`src/rtl/alu_mult_seq_pkg.sv`:
```
// alu_mult_seq_pkg: ALU opcodes, controller state encoding and step selection
package alu_mult_seq_pkg;
  localparam logic [2:0] OP_SHL = 3'b001;
  localparam logic [2:0] OP_ADD = 3'b100;
  typedef enum logic [1:0] {S_IDLE, S_ADD, S_SHIFT, S_DONE} state_t;
  // Next step for a remaining multiplier: add on a set LSB, shift while higher bits remain.
  function automatic state_t pick(input logic [15:0] m);
    return m[0] ? S_ADD : (|m[15:1] ? S_SHIFT : S_DONE);
  endfunction
endpackage

```
`src/rtl/alu_mult_seq.sv`:
```
// alu_mult_seq: shift-and-add 16x16 multiply sequenced through the shared ALU
module alu_mult_seq
  import alu_mult_seq_pkg::*;
(
  input  logic        clk,
  input  logic        rst_n,
  input  logic        start,
  input  logic [15:0] mcand,
  input  logic [15:0] mplier,
  output logic        busy,
  output logic        done,
  output logic [15:0] product,
  output logic        ofl,
  output logic        alu_req,
  output logic [15:0] alu_a,
  output logic [15:0] alu_b,
  output logic [2:0]  alu_op,
  output logic        alu_cin,
  output logic        alu_inva,
  output logic        alu_invb,
  output logic        alu_sign,
  input  logic [15:0] alu_out,
  input  logic        alu_ofl
);
  state_t state, next;
  logic [15:0] acc, mc, mp, mp_sh, product_r;
  logic ofl_r, ofl_q;
  assign mp_sh = mp >> 1;
  // State register and datapath; ALU results are only captured in ADD/SHIFT.
  always_ff @(posedge clk) begin
    if (!rst_n) begin
      state     <= S_IDLE;
      acc       <= '0;
      mc        <= '0;
      mp        <= '0;
      ofl_r     <= 1'b0;
      product_r <= '0;
      ofl_q     <= 1'b0;
    end else begin
      state <= next;
      if (state == S_IDLE && start) begin
        acc   <= '0;
        mc    <= mcand;
        mp    <= mplier;
        ofl_r <= 1'b0;
      end
      if (state == S_ADD) begin
        acc   <= alu_out;
        ofl_r <= ofl_r | alu_ofl;
      end
      if (state == S_SHIFT) begin
        mc    <= alu_out;
        mp    <= mp_sh;
        ofl_r <= ofl_r | mc[15];
      end
      if (state == S_DONE) begin
        product_r <= acc;
        ofl_q     <= ofl_r;
      end
    end
  end
  // Next state: SHIFT looks ahead at the multiplier after this cycle's shift.
  always_comb begin
    next = state;
    next = state == S_IDLE  ? (start ? pick(mplier) : S_IDLE) :
           state == S_ADD   ? (mp > 16'd1 ? S_SHIFT : S_DONE) :
           state == S_SHIFT ? pick(mp_sh) : S_IDLE;
  end
  // Status and ALU drive; result is forwarded during DONE so it is valid with done.
  always_comb begin
    busy     = state != S_IDLE;
    done     = state == S_DONE;
    alu_req  = busy;
    product  = done ? acc : product_r;
    ofl      = done ? ofl_r : ofl_q;
    alu_a    = state == S_ADD ? acc : state == S_SHIFT ? mc : 16'h0000;
    alu_b    = state == S_ADD ? mc : state == S_SHIFT ? 16'h0001 : 16'h0000;
    alu_op   = state == S_SHIFT ? OP_SHL : OP_ADD;
    alu_cin  = 1'b0;
    alu_inva = 1'b0;
    alu_invb = 1'b0;
    alu_sign = 1'b0;
  end
endmodule

```
`config.mk`:
```
export PLATFORM = sky130hd
export DESIGN_NAME = alu_mult_seq
export DESIGN_NICKNAME = d
export VERILOG_FILES = /design/src/rtl/alu_mult_seq_pkg.sv /design/src/rtl/alu_mult_seq.sv
export SDC_FILE = /design/constraint.sdc
export NUM_CORES = 1
export LEC_CHECK = 0
export BUFFER_PORTS_ARGS = -buffer_cell sky130_fd_sc_hd__buf_2
export CAP_MARGIN = 20
export CORE_ASPECT_RATIO = 1.1
export CORE_MARGIN = 4
export CORE_UTILIZATION = 46
export CTS_CLUSTER_SIZE = 14
export DETAILED_ROUTE_END_ITERATION = 12
export GPL_ROUTABILITY_DRIVEN = 1
export PLACE_DENSITY = 0.8
export SETUP_SLACK_MARGIN = 0.15
export SYNTH_ARGS = -nofsm -noshare
export SYNTH_HDL_FRONTEND = slang
export SYNTH_SLANG_ARGS = --single-unit
```
`constraint.sdc`:
```
create_clock -name clk -period 1.7 [get_ports clk]
set_input_delay 0.17 -clock clk [delete_from_list [all_inputs] [get_ports clk]]
set_output_delay 0.17 -clock clk [all_outputs]
set_load 0.01 [all_outputs]
```
# Word-level counts from Yosys, hierarchy flattened
# Cells that the tools add are included.
# word_totals
ff_bits,68
input_bits,52
wordCells,49
output_inout_bits,59
# classes
n_eq_ne,3
magnitude_cmp,1
n_mux,25
bitwise,3
n_reduce_logical,9
# op_table
op,count
$mux 16,8
$mux 15,2
$gt 16x1->1 const B,1
$reduce_or 15->1,1
$reduce_or 14->1,1
$mux 2,6
$mux 1,8
$reduce_bool 2->1,3
$eq 2x2->1 const B,2
$mux 3,1
$reduce_bool 3->1,1
$eq 2x1->1 const B,1
$logic_not 2->1,1
$or 1x1->1,2
$reduce_or 2->1,1
$logic_and 1x1->1,1
$not 1->1,1

# Depth between registers and ports, before layout
# logic_depth
ltp_word,6
ltp_mapped,7
depth_no_buf,4

# Worst setup path before layout
# Ideal clock, no wire load.
# synth_timing
kind,register to output
start,reg state[0]
end,out alu_a[10]
required_ns,1.530
path_slack_ns,0.363
path_stages_with_launch,7
arrival_time_ns,1.167
n_path_buf,3
path_cell_list,dfxtp_1 > buf_6 > nand2b_4 > buf_6 > clkinv_2 > buf_2 > a22o_1
# synth_via
elab_chain_cells,3
elab_cells_between_ends,4
cone_classes,eq/ne (2); mux (2)
# synth_rtl
element,line,text
"start, declared",alu_mult_seq.sv:25,"state_t state, next;"
"start signal, assigned",alu_mult_seq.sv:40,state <= next;
$eq 2x2->1,alu_mult_seq.sv:76,alu_a = state == S_ADD ? acc : state == S_SHIFT ? mc : 16'h0000;
$mux 16,alu_mult_seq.sv:76,
$mux 16 *,alu_mult_seq.sv:76,
"end, declared",alu_mult_seq.sv:15,"output logic [15:0] alu_a,"
# Mark *: on every way between the ends. The rest lies on a longest branch, timed or not.

# Worst setup path after layout
# layout_timing
start,reg state[0]
end,out alu_a[14]
# Same word-level chain as after synthesis.

==> impl_results.md <==
- Adder-cell area share of the yosys netlist: 0%
- Power after layout: 4.330 mW
- Post-synthesis mux area share: 6.657%
- Hold Path End: mp[15]$_SDFFE_PP0P_
- Worst skew pair latency: 0.35 ns
- Post-route cell area: ~0.0046 mm^2
- GP Congestion: 0.8845
- Period utilization: 99.15%
- Largest family of logic cells by synthesized area: compound AO/OA/AOI/OAI gates
- Multi-input logic area: 0.001867 mm^2
- Max rail drop VDD: 0.0005427 V
- Wire per inst: 18.37 um
- Largest stage delay, worst path: about 0.39 ns
- Hold Worst Slack: 0.08241 ns
- Critical Path AT: approximately 1.5 ns
- Worst R2R Path Depth: 4
- Cell chosen for the clock root: clkbuf_8
- Starting Density: 47.74%
- Cells after Synth: 360
- Total negative slack: 0 ns
- RSZ-0062 raised after global routing: true
- DPL Wire Length: 6540 um
- Initial DRT Pass Iterations: 4
- Share of cells above drive strength 1: 45.30%
- # rows: 32
- WS Path Type: flip-flop to output port
- Max Freq: roughly 600 MHz
- Initial antenna violation count: 0
- Dpl ws: 0.1613 ns
- Core Util, Final: 64.44%
- Worst reg2reg path startpoint: state[0]$_SDFF_PN0_
- Setup ws final: around 0.015 ns
- Aggregate global routing overflow: 0
- CP required: 1.53 ns
- Ranking of synthesized cells by area: dfxtp_1 40%, a311oi_2 13%, nand2_1 7.1%, and2_1 5.9%, nor2_1 5.2%
- Sequential share of the synthesized area: 39.64%
- Register Area: between 0.001 and 0.0015 mm^2
- Worst Tran Pin Value: 0.8106 ns
- Via/cell ratio: 5.685
- Vias in the first global route: 2,884
- Min-Delay Path Class: primary input to flip-flop
- R2R setup slack: 0.15 ns
- Placed cells: 526
- XOR/XNOR share of the synthesized area: 0%
- Area leader, netlist: dfxtp_1
- Clk slew on worst S/H paths: 0.07 ns
- Minimum clock period: 1.685 ns
- Simple logic cell fraction of the synthesized area: 21.63%
- Hold Violations, Final: 0
- Commonest non-fill, non-tap cell in the layout: buf_2
- DP Area: 0.003909 mm^2
- Clock buffer depth: 2
- Nature of the critical path startpoint: flip-flop
- Most frequent cells in the layout: 82 x buf_2, 65 x dfxtp_1, 64 x nand2_1
- Hold-fix buffers, CTS: 0
- Yosys reg bits: 67
- # setup viols final: 0
- Ys Warns: 0
- Max_cap viols: 0
- Area growth syn-to-layout: 34.99%
- Via count of the routed design: 3,144
- Synth Area per Inst: 9.398 um^2
- # diodes: 0
- Slowest-stage cell, CP: dfxtp_4
- DRC viols: 0
- Routed wire length: 10,160 um
- Die width: 89.77 um
- Leak: slightly above 2 nW
- CTS tree: yes
- GRT Total Usage: 21.09%
- Ports: 111
- Worst-path cell chain: nand2b_4 > inv_8 > clkbuf_16 > a22o_1 > buf_2
- Final slew viol count: 0
- DRT iter0 DRCs: 129
- Non-filler cells, final: ~550
- Clock Skew: 0.01002 ns
- Final layout net count: ~520
- Number of CTS-inserted buffers: 9
- Worst relative slew slack: 45.92%
- DRT antenna net count: 0
- Die H: ~98 um
- Critical hold path startpoint: mplier[15]
- CTS Sinks: 67
- Compound-gate portion of the synthesized area: between 20% and 30%
- Post-synth cell types: 34
- Crit path max fanout: 7
- Core Region: around 0.0071 mm^2
- Post-Syn Area: between 0.003 and 0.004 mm^2
- Die ar.: 0.008793 mm^2
- First-pass GRT wire length: 14,750 um
- Cell Pwr Density: ~950 mW/mm^2
- Number of port buffers: 105
- Worst R2R End: acc[9]$_SDFFE_PN0P_
- Outcome: completed
- Number of fill cells: 556
- Hold path cells: 3
- Crit end category: output port
- Share of the synthesized area in the top cell type: 39.64%
- H-tree depth: 3
- Largest net degree at the start of global routing: 41
-- critical path: cells and delay by family, from the launching register on --
kind	cells	cell delay [ns]
AO/OA/AOI/OAI	1	0.23
flip-flops	1	0.39
AND/OR/NAND/NOR	1	0.18
buffers and inverters	3	0.36
-- state kept, by name, summed over array words and instances, names as in the netlist --
signal / count
acc: 16
mc: 16
product_r: 16
mp: 15
state: 2
ofl_q: 1
ofl_r: 1
-- power by group --
part | switching, mW | internal (mW) | leakage, nW | total [mW]
combinational | 0.549 | 0.491 | 1.41 | 1.04
clock | 0.651 | 0.819 | 0.101 | 1.47
sequential | 0.128 | 1.69 | 0.550 | 1.82
total | 1.33 | 3.00 | 2.06 | 4.33
-- worst max path at each step --
stage	start	end	slack [ns]	cells past startpoint
6_report	state[0]$_SDFF_PN0_	alu_a[14]	0.01	5
3_3_place_gp	state[0]$_SDFF_PN0_	alu_a[2]	0.21	5
4_1_cts	state[0]$_SDFF_PN0_	alu_a[4]	0.04	5
2_1_floorplan	state[0]$_SDFF_PN0_	alu_a[10]	0.36	6
3_5_place_dp	state[0]$_SDFF_PN0_	mp[14]$_SDFFE_PN0P_	0.16	4
5_1_grt	state[0]$_SDFF_PN0_	alu_a[14]	-0.02	5
-- cell families after synthesis --
group                  after synthesis
multiplexers                        17
AO/OA/AOI/OAI                       74
AND/OR/NAND/NOR                    159
buffers and inverters               42
flip-flops                          67
other                                1
-- layout make-up --
| type | instances | area share [%] |
|---|---|---|
| clock inverter | 7 | 2.027 |
| multi-input combinational | 256 | 40.88 |
| timing repair buffer | 125 | 22.03 |
| clock buffer | 9 | 2.712 |
| sequential | 67 | 29.53 |
| tap | 85 | 2.329 |
| inverter | 4 | 0.4932 |
-- what timing repair did --
item	4_1_cts	5_1_grt
resized for setup	9	48
gates cloned	2	4
setup endpoints to repair	53	79
pin swaps	0	12
buffers inserted	3	2
-- Yosys cell counts --
library cell / n
clkinv_2: 1
buf_4: 15
nor3b_1: 1
o21ba_1: 1
nand2b_4: 1
a311oi_2: 30
clkinv_1: 1
o32ai_1: 1
and2_1: 32
nor3_1: 1
a21oi_1: 5
nor4_1: 6
nor2b_1: 2
a211oi_2: 1
buf_6: 7
clkbuf_1: 8
nand2_4: 1
nor2_1: 47
nand2b_1: 2
a22oi_1: 16
or2_2: 1
o21bai_1: 1
or3b_2: 1
dfxtp_1: 67
mux2_4: 9
nand2_1: 64
o21bai_2: 1
conb_1: 1
clkbuf_2: 1
buf_2: 7
a22o_1: 16
inv_1: 2
a41oi_1: 2
mux2_2: 8
-- metal layers --
metal	wire [um]	track usage, %	vias up
met5	0	0	-
met4	367	9.906	0
met3	867	5.162	26
met2	4819	34.55	169
met1	4103	26.22	1483
li1	-	-	1466
Note: power is estimated with default switching activity, not from simulation.
